### config.mk
export PLATFORM = sky130hd
export DESIGN_NAME = switch_debounce_ctrl
export DESIGN_NICKNAME = d
export VERILOG_FILES = /design/src/rtl/switch_debounce_ctrl.sv
export SDC_FILE = /design/constraint.sdc
export NUM_CORES = 1
export LEC_CHECK = 0
export CAP_MARGIN = 25
export CORE_UTILIZATION = 55
export CTS_CLUSTER_SIZE = 10
export DETAILED_ROUTE_END_ITERATION = 6
export GPL_TIMING_DRIVEN = 0
export PLACE_DENSITY = 0.73
export RECOVER_POWER = 25
export SYNTH_ARGS = -nofsm -noshare
export SYNTH_HDL_FRONTEND = slang
export SYNTH_SLANG_ARGS = --single-unit
### constraint.sdc
create_clock -name clk -period 3.8 [get_ports clk]
set_input_delay 0.76 -clock clk [delete_from_list [all_inputs] [get_ports clk]]
set_output_delay 0.76 -clock clk [all_outputs]
set_load 0.005 [all_outputs]
### src/rtl/switch_debounce_ctrl.sv
// switch_debounce_ctrl
// Input-side conditioner for the three lamp switches: a 2-flop synchroniser
// and an independent debounce counter per switch. It produces clean levels S,
// one-cycle change pulses S_chg, and the three-way lamp function F.
// Optional feature macro: BEEP_EN. When defined, a retriggerable timer drives
// Buzzer high for BEEP_CYCLES cycles after each accepted change. When
// undefined, no timer is built and Buzzer is tied low.
module switch_debounce_ctrl #(
  parameter int unsigned DB_CYCLES   = 500000,
  parameter int unsigned CNT_W       = 20,
  parameter int unsigned BEEP_CYCLES = 5000000,
  parameter int unsigned BEEP_W      = 23
) (
  input  logic       clk,
  input  logic       rst,
  input  logic [2:0] S_raw,
  output logic [2:0] S,
  output logic [2:0] S_chg,
  output logic       F,
  output logic       Buzzer
);

  // The counter reaches this value on the last mismatching cycle before the
  // new level is taken. Comparing against it also keeps the counter from
  // ever wrapping.
  localparam logic [CNT_W-1:0] CNT_LAST = CNT_W'(DB_CYCLES - 1);

  // Reject parameter sets that cannot work: counters too narrow, or a
  // debounce window too short.
  if (DB_CYCLES < 2) begin : g_bad_db_cycles
    $error("switch_debounce_ctrl: DB_CYCLES must be at least 2");
  end
  if ((64'd1 << CNT_W) <= 64'(DB_CYCLES)) begin : g_bad_cnt_w
    $error("switch_debounce_ctrl: CNT_W too narrow for DB_CYCLES");
  end
  if ((64'd1 << BEEP_W) <= 64'(BEEP_CYCLES)) begin : g_bad_beep_w
    $error("switch_debounce_ctrl: BEEP_W too narrow for BEEP_CYCLES");
  end

  logic [2:0]       r_sync1;
  logic [2:0]       r_sync2;
  logic [CNT_W-1:0] r_cnt [3];

  // Two-flop synchroniser: brings the asynchronous switch pins into the clk domain.
  always_ff @(posedge clk or posedge rst) begin
    if (rst) begin
      r_sync1 <= 3'b000;
      r_sync2 <= 3'b000;
    end else begin
      r_sync1 <= S_raw;
      r_sync2 <= r_sync1;
    end
  end

  // Debounce each switch independently. A new level is accepted only after
  // DB_CYCLES consecutive mismatches, and a single-cycle pulse marks the change.
  always_ff @(posedge clk or posedge rst) begin
    if (rst) begin
      S     <= 3'b000;
      S_chg <= 3'b000;
      for (int i = 0; i < 3; i++) begin
        r_cnt[i] <= '0;
      end
    end else begin
      for (int i = 0; i < 3; i++) begin
        S_chg[i] <= 1'b0;
        if (r_sync2[i] == S[i]) begin
          r_cnt[i] <= '0;
        end else if (r_cnt[i] == CNT_LAST) begin
          S[i]     <= r_sync2[i];
          S_chg[i] <= 1'b1;
          r_cnt[i] <= '0;
        end else begin
          r_cnt[i] <= r_cnt[i] + 1'b1;
        end
      end
    end
  end

  assign F = ^S;

`ifdef BEEP_EN
  logic [BEEP_W-1:0] r_bcnt;
  logic [BEEP_W-1:0] w_bcnt_next;
  logic              r_buzzer;

  // Next beep count: any change pulse reloads the full duration, which
  // extends a beep already in progress; otherwise the count runs down to zero.
  always_comb begin
    w_bcnt_next = r_bcnt;
    if (|S_chg) begin
      w_bcnt_next = BEEP_W'(BEEP_CYCLES);
    end else if (r_bcnt != '0) begin
      w_bcnt_next = r_bcnt - 1'b1;
    end
  end

  // Register the count and the buzzer level together, so Buzzer rises one
  // cycle after the change pulse.
  always_ff @(posedge clk or posedge rst) begin
    if (rst) begin
      r_bcnt   <= '0;
      r_buzzer <= 1'b0;
    end else begin
      r_bcnt   <= w_bcnt_next;
      r_buzzer <= (w_bcnt_next != '0);
    end
  end

  assign Buzzer = r_buzzer;
`else
  assign Buzzer = 1'b0;
`endif

endmodule

==> metrics.cfg <==
[status]
run_status=complete, no violations

[floorplan]
core-area_um2=5991
die_y_um=81.50
start_util=0.5802
ios=13
rows=28
die-area_um2=6641
die_x_um=81.50

[sta]
rsz0062_at_grt=no
slew_headroom=0.06024
hold_viol=0
fin_skew_ns=0.007931
timing.final.crit_share=0.6644
finalSetupTns_ns=0
worst_pin_slew_ns=1.408
finalCriticalPeriod_ns=2.525
fmax_mhz=396.1
finalSetupViolCount=0
worst_hold_slack_ns=0.3510
drv_slew=0

[synth]
async_flop_share=1.000
synth_top_cells_by_area=dfrtp_1, xnor2_1, nor2_1
ys_seq_area_frac=0.5184
syn_inst=347
netlist-cell-type-count=39
synth.top_cell.area_share=0.5184
synth_warnings=0
synth_edf_count=0
synth-main-ff-cell=dfrtp_1
synth.avg_cell_area_um2=10.02
ys_ff_latch=72
synth_area_leader_cell=dfrtp_1
synth_most_common_cell=dfrtp_1
syn_nets=355
syn_area_um2=3476
synth_common_cells=dfrtp_1, nor2_1, xnor2_1

[worst_setup_path]
path_max_fanout=4
worstSetupStartpointType=flop
end_kind=primary output
criticalPathCategory=flop to primary output
r2r_slack_ns=1.67
crit_chain=xnor2_1 > xnor2_1 > clkdlybuf4s50_1
cp_common_cell=xnor2_1
critPathRequiredTime_ns=3.04
crit_arrival_ns=1.76
slowest_delay_ns=0.51
slowest_stage=clkdlybuf4s50_1

[global_route]
grt_max_degree=73
grt_pass1_vias=2418
grt_pass1_wl_um=10900
antenna_found_initial=0
grt_overflow=0
grtUsageTotal=0.2211

[clock_tree]
numCtsBuffers=9
post_cts_buffers=0
max-clock-path-buffers=2
clock_sinks=72
insertion_delay_ns=0.35
clk_pin_slew_worst_paths_ns=0.08
post_cts_resized=0
cts_max_level=3
root_buffer=clkbuf_8
cts_tree=done
ctsHoldBuffers=0

[final_layout]
seqCellArea_um2=1802
antennaDiodeCount=0
syn2layout_area_growth_pct=12.20
drive_above_1_share=0.1070
fin_nets=377
multi_input_area_um2=1573
final_cell_area_um2=3900
nFillCells=503

[flow_run]
drv_cap=0

[placement]
io_buffers=11
post_dp_cell_area_um2=3682
dp_hpwl_um=4342
place_congestion=0.9073

[drt]
firstDrtPassIters=4
ant_nets=0
via_count=2535
wl_per_cell_um=13.94
wl_um=6259
drtIter0Drc=106
route.detailed.drc=0
via_per_inst=5.646

[power]
powerDensity_nw_per_um2=384.1
irDropWorstVdd_mv=0.2470
leakage_uw=0.001506

[worst_hold_path]
holdCritPathClass=flop to flop

[cell usage in the layout, fill, tap and decap left out, types with 3 or more instances in the layout]
cell             count
a21oi_1             14
clkbuf_8             9
clkdlybuf4s50_1      7
clkinv_4             3
dfrtp_1             72
dlygate4sd3_1        4
ha_1                 3
inv_1               15
nand2_1             18
nand3_1             20
nand4_1             13
nor2_1              58
nor3_1               9
nor4_1              16
o21ai_0              5
o31ai_1              8
or3_1               10
or4_1                8
or4_4                3
xnor2_1             38
xor2_1               6
[critical path: cells and delay by family (launching register included)]
kind	cells	cell delay, ns
buffers and inverters	1	0.51
xor gates and xnor gates	2	0.46
DFF	1	0.45
[flip-flops by register name, summed over array words and instances (netlist names)]
| name | cells |
|---|---|
| r_sync2 | 3 |
| r_sync1 | 3 |
| r_cnt | 60 |
| S_chg | 3 |
| S | 3 |
[path summary, 6_finish.rpt]
kind,start,end,cells after the start
worst max-delay path,S[1],F,3
worst min-delay path,r_sync1[2],r_sync2[2],0
worst max register to register,r_cnt[5],r_cnt[10],6
worst min register to register,r_sync1[2],r_sync2[2],0
max in group asynchronous,rst,r_cnt[33],2
min in group asynchronous,rst,r_cnt[22],2
[stage by stage]
step / std cells / util / total power (uW) / worst slack (ns)
after floorplan: 347 / - / 837.7 / 1.215
after global placement: 433 / 0.6142 / 853.7 / 0.05076
after detailed placement: 433 / 0.6147 / 855.2 / 1.652
after CTS: 449 / 0.6514 / 1515 / 1.258
after global routing: 449 / 0.6510 / 1557 / 1.182
final: 449 / 0.6510 / 1498 / 1.275
[routing by layer]
layer	global-route usage	wire length (um)
met1	0.2951	3057
met2	0.3483	2982
met3	0.05333	143
met4	0.08571	76
met5	0	0
[report_power, final]
part,total (uW),switching [uW],internal (uW)
clock network,661,291,370
logic,49.9,34.1,15.8
registers,787,10.6,777
total,1500,335,1160
[final cells by class]
cell class | count | area share
Tap cell | 75 | 0.02406
Clock buffer | 9 | 0.03176
Timing Repair Buffer | 11 | 0.02823
Inverter | 16 | 0.01540
Clock inverter | 7 | 0.02470
Multi-Input combinational cell | 251 | 0.4033
Sequential cell | 72 | 0.4620
Buffer | 8 | 0.01059
[cells by family (layout without fill, tap and decap cells)]
family | count (synthesis) | after routing | synth area share
compound gates | 32 | 32 | 0.06336
mux | 4 | 4 | 0.01368
buf+inv | 24 | 51 | 0.02916
flops | 72 | 72 | 0.5184
simple gates | 167 | 167 | 0.2527
other cells | 1 | 1 | 0.001079
xor+xnor | 44 | 44 | 0.1109
fa+ha+maj | 3 | 3 | 0.01080
(Power assumes the default switching activity.)
